--- src/rtl/pb_conditioner.sv ---
// ============================================================================
//  Module      : pb_conditioner
//  Description : Pushbutton input stage for the Tug of War game. Each of the
//                two raw buttons passes through a 2-FF synchroniser, a
//                counter-based debounce filter and a rising-edge detector.
//                A detected press is held as pending and then released to
//                the game FSM as a single-cycle pulse on the next slow_en
//                strobe. The FSM therefore sees each physical press exactly
//                once, including presses made before the go signal.
//  Revision    : 1.0 - initial release
// ----------------------------------------------------------------------------
//  Parameters
//    DEB_CYCLES : consecutive cycles the synchronised level must differ from
//                 the debounced level before the debounced level follows it
//                 (legal range 1..255)
//    CNT_W      : debounce counter width, 2**CNT_W must exceed DEB_CYCLES
//  Ports
//    clk        in   system clock, all state updates on its rising edge
//    rst        in   asynchronous active-high reset, clears all state
//    slow_en    in   single-cycle strobe from the game slow-enable divider
//    pbl        in   raw left pushbutton, asynchronous, active-high
//    pbr        in   raw right pushbutton, asynchronous, active-high
//    pbl_press  out  one-cycle registered pulse per left press
//    pbr_press  out  one-cycle registered pulse per right press
//    pbl_level  out  debounced left button level
//    pbr_level  out  debounced right button level
// ============================================================================
`default_nettype none

module pb_conditioner #(
    parameter int DEB_CYCLES = 4,
    parameter int CNT_W      = 8
) (
    input  logic clk,
    input  logic rst,
    input  logic slow_en,
    input  logic pbl,
    input  logic pbr,
    output logic pbl_press,
    output logic pbr_press,
    output logic pbl_level,
    output logic pbr_level
);

    // Terminal count of the debounce counter: when the synchronised input has
    // disagreed with the debounced level for this many prior cycles, the
    // disagreement on the current edge is the DEB_CYCLES-th in a row.
    localparam logic [CNT_W-1:0] c_DEB_LAST = CNT_W'(DEB_CYCLES - 1);

    // Channel 0 is the left button, channel 1 the right button.
    logic [1:0] w_raw;
    logic [1:0] w_press;
    logic [1:0] w_level;

    assign w_raw = {pbr, pbl};

    generate
        for (genvar g = 0; g < 2; g++) begin : g_chan
            logic             r_s1;      // first synchroniser stage
            logic             r_s;       // synchronised button level
            logic [CNT_W-1:0] r_cnt;     // consecutive-disagreement counter
            logic             r_level;   // debounced button level
            logic             r_pend;    // press detected, not yet delivered
            logic             r_press;   // registered press pulse

            logic             w_differ;
            logic             w_cnt_done;
            logic             w_update;
            logic             w_rise;
            logic             w_release;

            // ---------------------------------------------------------------
            // Synchroniser: raw -> r_s1 -> r_s
            // ---------------------------------------------------------------
            always_ff @(posedge clk or posedge rst) begin
                if (rst) begin
                    r_s1 <= 1'b0;
                    r_s  <= 1'b0;
                end else begin
                    r_s1 <= w_raw[g];
                    r_s  <= r_s1;
                end
            end

            // ---------------------------------------------------------------
            // Debounce filter. Any cycle where the synchronised input agrees
            // with the debounced level restarts the count, so a glitch must
            // persist for DEB_CYCLES consecutive samples to be accepted.
            // ---------------------------------------------------------------
            assign w_differ   = (r_s != r_level);
            assign w_cnt_done = (r_cnt == c_DEB_LAST);
            assign w_update   = w_differ && w_cnt_done;

            always_ff @(posedge clk or posedge rst) begin
                if (rst) begin
                    r_cnt   <= '0;
                    r_level <= 1'b0;
                end else if (!w_differ) begin
                    r_cnt   <= '0;
                end else if (w_cnt_done) begin
                    r_level <= r_s;
                    r_cnt   <= '0;
                end else begin
                    r_cnt   <= r_cnt + 1'b1;
                end
            end

            // ---------------------------------------------------------------
            // Edge detect, pending latch and release.
            // w_rise fires on the edge where the debounced level goes 0->1,
            // so the pending flag is set in the same cycle the level rises.
            // A held button cannot re-trigger because the level stays 1.
            // Release uses the pending value from before the edge, so a press
            // that becomes pending on a slow_en edge waits for the next one.
            // If a new press arrives on the very edge that delivers the old
            // one, the new press is kept rather than dropped.
            // A falling level never clears pending: a short press that has
            // already been accepted is still delivered.
            // ---------------------------------------------------------------
            assign w_rise    = w_update && r_s;
            assign w_release = slow_en && r_pend;

            always_ff @(posedge clk or posedge rst) begin
                if (rst) begin
                    r_pend  <= 1'b0;
                    r_press <= 1'b0;
                end else begin
                    r_press <= w_release;
                    if (w_rise) begin
                        r_pend <= 1'b1;
                    end else if (w_release) begin
                        r_pend <= 1'b0;
                    end
                end
            end

            assign w_press[g] = r_press;
            assign w_level[g] = r_level;
        end
    endgenerate

    // All outputs come straight from flops: no combinational input->output path.
    assign pbl_press = w_press[0];
    assign pbr_press = w_press[1];
    assign pbl_level = w_level[0];
    assign pbr_level = w_level[1];

endmodule

`default_nettype wire

--- config.mk ---
export PLATFORM = sky130hd
export DESIGN_NAME = pb_conditioner
export DESIGN_NICKNAME = d
export VERILOG_FILES = /design/src/rtl/pb_conditioner.sv
export SDC_FILE = /design/constraint.sdc
export NUM_CORES = 1
export LEC_CHECK = 0
export BUFFER_PORTS_ARGS = -buffer_cell sky130_fd_sc_hd__buf_2
export CAP_MARGIN = 20
export CORE_UTILIZATION = 40
export DETAILED_ROUTE_END_ITERATION = 10
export GPL_ROUTABILITY_DRIVEN = 0
export HOLD_SLACK_MARGIN = 0.03
export PLACE_DENSITY = 0.55
export SLEW_MARGIN = 5
export SYNTH_ARGS = -nofsm -noshare
export SYNTH_HDL_FRONTEND = slang
export SYNTH_SLANG_ARGS = --single-unit
--- constraint.sdc ---
create_clock -name clk -period 1.8 [get_ports clk]
set_input_delay 0.36 -clock clk [delete_from_list [all_inputs] [get_ports clk]]
set_output_delay 0.36 -clock clk [all_outputs]
set_load 0.01 [all_outputs]
==> load_flow_metrics.sql, run 1 <==
INSERT INTO impl_metrics (metric_group, metric, value, unit) VALUES
('placed_design', 'io_buffer_count', '8', ''),
('run_status', 'status', 'complete, no violations', ''),
('global_route', 'gr-usage-all-layers', '0.144', ''),
('clock_tree', 'clock_insertion_delay_worst_skew', '320', 'ps'),
('yosys', 'synth.cell_area', '1090', 'µm²'),
('placed_design', 'preCtsSetupSlack', '403', 'ps'),
('power', 'maximum_ir_drop_on_the_vdd_rail', '630', 'µV'),
('power', 'seq_power_share', '0.515', ''),
('sta', 'slew_viol_final', '0', ''),
('yosys', 'synthTopCellsByArea', 'sky130_fd_sc_hd__dfrtp_1 60%, sky130_fd_sc_hd__xnor2_1 4.0%, sky130_fd_sc_hd__nor2_1 3.8%', ''),
('clock_tree', 'maximum_clock_insertion_buffer_count', '2', ''),
('yosys', 'synth.distinct_cells', '21', ''),
('layout', 'nNetsFinal', '119', ''),
('min_path', 'holdCritPathClass', 'in -> async', ''),
('critical_path', 'reg2reg_slack', '400', 'ps'),
('critical_path', 'worstReg2RegStart', 'g_chan[1].r_cnt[2]', ''),
('floorplan', 'starting_density_of_the_core', '0.431', ''),
('yosys', 'synth_seq_area_share', '0.598', ''),
('detailed_routing', 'viasPerCell', '5.05', ''),
('critical_path', 'worst_r2r_endpoint', 'pbr_level', ''),
('critical_path', 'critical-path-slowest-cell', 'sky130_fd_sc_hd__dfrtp_1', ''),
('detailed_routing', 'drtPass1Iterations', '3', ''),
('floorplan', 'num_io_pins', '9', ''),
('critical_path', 'critPathBufInv', '0', ''),
('critical_path', 'cp_top_family', 'simple AND/OR/NAND/NOR gates', ''),
('power', 'p_clk_frac', '0.272', ''),
('power', 'design_power_total', '1480', 'µW'),
('yosys', 'synth_largest_type_area_fraction', '0.598', ''),
('clock_tree', 'clock_sinks', '26', ''),
('floorplan', 'die_height', '54.1', 'µm'),
('layout', 'num-fill-cells', '235', ''),
('critical_path', 'max_stage_delay', '480', 'ps'),
('sta', 'layout_worst_path_cycle_share', '0.776', ''),
('sta', 'slew-limit-headroom', '0.762', ''),
('layout', 'antenna_cells', '0', ''),
('critical_path', 'number_of_cells_on_the_worst_reg_to_reg_path', '3', ''),
('global_route', 'number_of_global_route_vias_before_repair', '679', ''),
('power', 'power.density', '1210', 'nW/µm²'),
('layout', 'final_layout_size_suffix_gt1_frac', '0.153', ''),
('placed_design', 'hpwl', '1180', 'µm'),
('sta', 'setup_repair_after_global_routing_missed_its_margin', 'false', ''),
('critical_path', 'critical_path_class', 'reg -> reg', ''),
('clock_tree', 'cts_root_buf', 'sky130_fd_sc_hd__clkbuf_4', ''),
('critical_path', 'timing.critical_path.to_type', 'flip-flop', ''),
('sta', 'skew', '10.2', 'ps'),
('floorplan', 'num_rows', '18', ''),
('detailed_routing', 'via_count', '712', ''),
('placed_design', 'place.detailed.instances', '137', ''),
('yosys', 'synth.ff_latch_count', '26', ''),
('detailed_routing', 'detail_route.drc_violations', '0', ''),
('global_route', 'grt_first_pass_wirelength', '2900', 'µm'),
('sta', 'clock.fmax', '0.716', 'GHz'),
('layout', 'layout.core_utilization', '0.486', ''),
('layout', 'areaGrowthSynthToFinish', '12.7', '%'),
('sta', 'worst_slack', '404', 'ps'),
('power', 'internal_portion_of_total_power', '1040', 'µW'),
('clock_tree', 'htreeDepth', '1', ''),
('floorplan', 'die_area', '2930', 'µm²'),
('layout', 'finish.cell_count_without_fillers', '141', ''),
('detailed_routing', 'detail_route.wl_per_cell', '11.7', 'µm'),
('flow_run', 'timing.max_cap.violations', '0', ''),
('detailed_routing', 'postRouteAntennaNets', '0', ''),
('yosys', 'synth_area_per_cell', '11.1', 'µm²'),
('power', 'combinationalPowerShare', '0.214', ''),
('power', 'netSwitchingFraction', '0.296', ''),
('sta', 'timing.final.crit_period', '1400', 'ps'),
('power', 'p_leak', '0.000553', 'µW'),
('sta', 'final.setup.tns', '0', 'ps'),
('global_route', 'grt_antenna_before_repair', '0', ''),
('floorplan', 'coreArea', '2520', 'µm²'),
('global_route', 'largest_net_degree_at_the_start_of_global_routing', '27', '');
[synthesized netlist by cell type]
library cell and instances:
sky130_fd_sc_hd__a21oi_1 6, sky130_fd_sc_hd__nand4_1 2, sky130_fd_sc_hd__or3_1 6, sky130_fd_sc_hd__o21ai_0 6, sky130_fd_sc_hd__inv_1 9, sky130_fd_sc_hd__a21o_1 1, sky130_fd_sc_hd__mux2_1 1, sky130_fd_sc_hd__a31o_2 1
sky130_fd_sc_hd__nor4b_2 1, sky130_fd_sc_hd__mux2_4 1, sky130_fd_sc_hd__nor4_2 1, sky130_fd_sc_hd__nand2_1 3, sky130_fd_sc_hd__and2_1 2, sky130_fd_sc_hd__nor3_1 1, sky130_fd_sc_hd__ha_1 2, sky130_fd_sc_hd__nand3_1 8
sky130_fd_sc_hd__xnor2_1 5, sky130_fd_sc_hd__dfrtp_1 26, sky130_fd_sc_hd__xor2_1 3, sky130_fd_sc_hd__nor2_1 11, sky130_fd_sc_hd__o32ai_1 2
[area by class of cell]
class / count / area (µm²) / area share
sequential: 26 / 651 / 0.531
multi-input combinational: 63 / 403 / 0.329
timing repair buffer: 9 / 47.5 / 0.0388
tap: 30 / 37.5 / 0.0306
inverter: 9 / 33.8 / 0.0276
clock inverter: 1 / 30.0 / 0.0245
clock buffer: 3 / 22.5 / 0.0184
[worst min-delay path, cell delays in order]
cell and delay, ps:
sky130_fd_sc_hd__buf_2 100, sky130_fd_sc_hd__inv_1 40, sky130_fd_sc_hd__buf_4 300
[layout by cell type (no fill, tap or decap)]
master | netlist | final
sky130_fd_sc_hd__a21oi_1 | 6 | 6
sky130_fd_sc_hd__nand4_1 | 2 | 2
sky130_fd_sc_hd__xnor2_1 | 5 | 5
sky130_fd_sc_hd__o32ai_1 | 2 | 2
sky130_fd_sc_hd__mux2_1 | 1 | 1
sky130_fd_sc_hd__a21o_1 | 1 | 1
sky130_fd_sc_hd__dfrtp_1 | 26 | 26
sky130_fd_sc_hd__a31o_2 | 1 | 1
sky130_fd_sc_hd__o21ai_0 | 6 | 6
sky130_fd_sc_hd__nor3_1 | 1 | 1
sky130_fd_sc_hd__nand3_1 | 8 | 8
sky130_fd_sc_hd__buf_4 | 0 | 1
sky130_fd_sc_hd__or3_1 | 6 | 6
sky130_fd_sc_hd__nor4b_2 | 1 | 1
sky130_fd_sc_hd__buf_2 | 0 | 8
sky130_fd_sc_hd__mux2_4 | 1 | 1
sky130_fd_sc_hd__inv_1 | 9 | 9
sky130_fd_sc_hd__and2_1 | 2 | 2
sky130_fd_sc_hd__nor2_1 | 11 | 11
sky130_fd_sc_hd__clkbuf_4 | 0 | 3
sky130_fd_sc_hd__nand2_1 | 3 | 3
sky130_fd_sc_hd__bufinv_16 | 0 | 1
sky130_fd_sc_hd__xor2_1 | 3 | 3
sky130_fd_sc_hd__nor4_2 | 1 | 1
sky130_fd_sc_hd__ha_1 | 2 | 2
[worst max path at each step]
stage           endpoint  cells past startpoint                from  slack [ps]
6_report       pbr_level                      3  g_chan[1].r_cnt[2]         400
4_1_cts        pbl_level                      4  g_chan[0].r_cnt[0]         390
3_3_place_gp   pbl_level                      4  g_chan[0].r_cnt[0]         440
5_1_grt        pbl_level                      4  g_chan[0].r_cnt[0]         310
2_1_floorplan  pbl_level                      4  g_chan[0].r_cnt[0]         490
3_5_place_dp   pbl_level                      4  g_chan[0].r_cnt[0]         400
[through the flow]
stage / cell area [µm²] / hold slack, ps
floorplan: 1090 / 331
CTS: 1220 / 50.2
detailed placement: 1170 / 335
global placement: 1170 / 332
finish: 1220 / 51.7
global route: 1220 / 69.1
[per-layer routing]
layer | vias up | global-route usage | routed length (µm)
li1 | 365 | - | -
met1 | 333 | 0.198 | 889
met2 | 10 | 0.205 | 668
met3 | 4 | 0.0367 | 63
met4 | 0 | 0.0769 | 23
met5 | - | 0 | 0
[power by group through the flow]
stage,clock network (µW),registers [µW],logic (µW)
after floorplan,0,770,230
after global placement,0,770,324
after detailed placement,0,775,322
after CTS,417,762,324
after global routing,435,781,369
final,402,761,316
[cell families (layout without fill, tap and decap cells)]
logic type                 Yosys count  in the layout  synth area share
AOI/OAI and AO/OA                   16             16            0.0863
xor gates and xnor gates             8              8            0.0644
adders and majority gates            2              2            0.0230
buffers and inverters                9             22            0.0311
DFF                                 26             26             0.598
muxes                                2              2            0.0242
and+or+nand+nor                     35             35             0.173
[sequential cells by signal, indices dropped and copies added (netlist names)]
name           flops
pbl_press          1
g_chan.r_cnt      16
g_chan.r_s1        2
pbr_press          1
g_chan.r_pend      2
pbr_level          1
pbl_level          1
g_chan.r_s         2
Note: power is estimated with default switching activity, not from simulation.
==> inputs of run 2 (changes only) <==
--- a/config.mk
+++ b/config.mk
@@ -11,7 +11,7 @@
 export DETAILED_ROUTE_END_ITERATION = 10
 export GPL_ROUTABILITY_DRIVEN = 0
 export HOLD_SLACK_MARGIN = 0.03
-export PLACE_DENSITY = 0.55
+export PLACE_DENSITY = 0.57
 export SLEW_MARGIN = 5
 export SYNTH_ARGS = -nofsm -noshare
 export SYNTH_HDL_FRONTEND = slang
==> constraint.sdc (replaced) <==
create_clock -name clk -period 1.2 [get_ports clk]
set_input_delay 0.24 -clock clk [delete_from_list [all_inputs] [get_ports clk]]
set_output_delay 0.24 -clock clk [all_outputs]
set_load 0.01 [all_outputs]
==> run 2 against run 1 <==
Against the previous run:
- the run now ends with negative setup slack left
- fmax up 6.6%
- clock skew is 1.6 ps lower
- worst hold slack better by 100 ps
- sequential power grew 50%
- die area is the same
- non-clock buffer count rose by 24
- total power up 54%
- clock power decreased by 13%
- worst setup slack got worse by 510 ps
- routed wire length increased by 23%
==> load_flow_metrics.sql, run 2 (synthesized netlist as in run 1, its figures left out) <==
INSERT INTO impl_metrics (metric_group, metric, value, unit) VALUES
('min_path', 'worst_hold_path.num_cells', '2', ''),
('detailed_routing', 'drtPass1Iterations', '4', ''),
('power', 'p_leak', '0.000667', 'µW'),
('floorplan', 'num_rows', '18', ''),
('detailed_routing', 'detail_route.drc_violations', '0', ''),
('layout', 'number_of_flip_flops_in_the_largest_register', '16', ''),
('sta', 'whs', '155', 'ps'),
('layout', 'regMostFlops', 'g_chan.r_cnt', ''),
('sta', 'clock.fmax', '0.764', 'GHz'),
('detailed_routing', 'postRouteAntennaNets', '0', ''),
('layout', 'layout.cells.most_common_list', '24 x sky130_fd_sc_hd__dfrtp_1, 19 x sky130_fd_sc_hd__buf_4, 11 x sky130_fd_sc_hd__nor2_1', ''),
('detailed_routing', 'via_count', '820', ''),
('critical_path', 'critical_path_class', 'reg -> reg', ''),
('critical_path', 'timing.critical_path.from_type', 'flip-flop', ''),
('layout', 'final_layout_size_suffix_gt1_frac', '0.366', ''),
('sta', 'skew', '8.64', 'ps'),
('critical_path', 'path_max_fanout', '2', ''),
('global_route', 'grt_first_pass_wirelength', '3350', 'µm'),
('clock_tree', 'cts_made_buffers', '3', ''),
('clock_tree', 'clock_insertion_delay_worst_skew', '310', 'ps'),
('floorplan', 'coreArea', '2520', 'µm²'),
('power', 'maximum_ir_drop_on_the_vdd_rail', '939', 'µV'),
('detailed_routing', 'viasPerCell', '5.00', ''),
('critical_path', 'worst_r2r_endpoint', 'pbr_level', ''),
('sta', 'slew-limit-headroom', '0.790', ''),
('sta', 'slew_viol_final', '0', ''),
('clock_tree', 'htreeDepth', '1', ''),
('flow_run', 'timing.max_cap.violations', '0', ''),
('placed_design', 'place.detailed.instances', '152', ''),
('min_path', 'holdCritStartpoint', 'slow_en', ''),
('sta', 'setup_repair_after_global_routing_missed_its_margin', 'true', ''),
('sta', 'timing_hold_violations_final', '0', ''),
('layout', 'antenna_cells', '0', ''),
('clock_tree', 'cts_root_buf', 'sky130_fd_sc_hd__clkbuf_4', ''),
('critical_path', 'timing.critical_path.to_type', 'flip-flop', ''),
('floorplan', 'die_height', '54.1', 'µm'),
('global_route', 'largest_net_degree_at_the_start_of_global_routing', '27', ''),
('min_path', 'holdCritPathClass', 'in -> reg', ''),
('global_route', 'number_of_global_route_vias_before_repair', '774', ''),
('clock_tree', 'maximum_clock_insertion_buffer_count', '2', ''),
('power', 'design_power_total', '2280', 'µW'),
('detailed_routing', 'detail_route.wl_per_cell', '12.3', 'µm'),
('sta', 'worst_slack', '-109', 'ps'),
('floorplan', 'num_io_pins', '9', ''),
('critical_path', 'worst_ep_required_time', '1400', 'ps'),
('detailed_routing', 'route.final.wire_length', '2020', 'µm'),
('critical_path', 'number_of_cells_on_the_worst_reg_to_reg_path', '3', ''),
('global_route', 'grt_antenna_before_repair', '0', ''),
('placed_design', 'io_buffer_count', '8', ''),
('layout', 'areaGrowthSynthToFinish', '33.8', '%'),
('placed_design', 'hpwl', '1440', 'µm'),
('floorplan', 'die_area', '2930', 'µm²'),
('layout', 'num-fill-cells', '224', ''),
('layout', 'finish.cell_count_without_fillers', '164', ''),
('sta', 'timing.final.setup_violations', '6', ''),
('clock_tree', 'clock_sinks', '26', ''),
('power', 'power.density', '1570', 'nW/µm²'),
('clock_tree', 'cts_tree', 'built', ''),
('sta', 'timing_worst_slew_pin_value', '315', 'ps'),
('critical_path', 'timing.critical_path.arrival', '1510', 'ps'),
('floorplan', 'die_w', '54.1', 'µm'),
('critical_path', 'worstReg2RegStart', 'g_chan[1].r_cnt[7]', ''),
('sta', 'timing.final.crit_period', '1310', 'ps'),
('clock_tree', 'clk_transition_reported_paths', '130', 'ps'),
('run_status', 'violated_checks', 'negative setup slack', ''),
('layout', 'nNetsFinal', '143', ''),
('layout', 'final_common_cell', 'sky130_fd_sc_hd__dfrtp_1', ''),
('global_route', 'gr-usage-all-layers', '0.166', ''),
('global_route', 'global_route.overflow_total', '0', ''),
('floorplan', 'starting_density_of_the_core', '0.431', ''),
('critical_path', 'reg2reg_slack', '-110', 'ps'),
('sta', 'layout_worst_path_cycle_share', '1.09', ''),
('min_path', 'holdPathEnd', 'g_chan[0].r_pend', ''),
('detailed_routing', 'detailedRoute.firstIterationViolations', '11', ''),
('run_status', 'status', 'complete, but fails checks', '');
run 2: power by group:
group / internal, µW / switching, µW
sequential: 1010 / 132
clock: 117 / 233
combinational: 441 / 349
run 2: worst max-delay path: stages (launching register included):
cell	delay, ps
sky130_fd_sc_hd__dfrtp_1	410
sky130_fd_sc_hd__nor4_2	310
sky130_fd_sc_hd__nand3_1	160
sky130_fd_sc_hd__mux2_4	320
run 2: metal layers:
layer | global-route usage | wire, µm
met1 | 0.234 | 1010
met2 | 0.250 | 946
met3 | 0.0339 | 47
met4 | 0.0641 | 19
met5 | 0 | 0
run 2: cell type report:
class                           instances  area (µm²)  share of cell area
Clock buffer                            3        22.5              0.0155
Tap cell                               30        37.5              0.0258
Timing Repair Buffer                   33         246               0.169
Multi-Input combinational cell         63         462               0.317
Inverter                                9        33.8              0.0232
Sequential cell                        26         653               0.449
run 2: how the worst max path moves through the flow:
stage	start	endpoint	cells after the start
detailed placement	g_chan[0].r_cnt[1]	pbl_level	4
floorplan	g_chan[0].r_cnt[0]	pbl_level	4
global placement	g_chan[0].r_cnt[1]	pbl_level	4
CTS	g_chan[1].r_cnt[3]	pbr_level	3
global route	g_chan[1].r_cnt[7]	pbr_level	3
finish	g_chan[1].r_cnt[7]	pbr_level	3
run 2: what timing repair did:
action,4_1_cts,5_1_grt
endpoints found under the hold margin,28,0
buffers inserted,3,3
resized for setup,7,7
endpoints found under the setup margin,9,19
hold buffers,3,0
pin swaps,6,8
run 2: per-stage QoR:
step,utilization,cell area [µm²],TNS (ps),setup WS (ps)
detailed placement,0.519,1310,-491,-117
global placement,0.519,1310,-257,-78.2
global route,0.577,1460,-1310,-173
floorplan,-,1110,-157,-78.0
finish,0.577,1460,-397,-109
CTS,0.559,1410,-457,-108
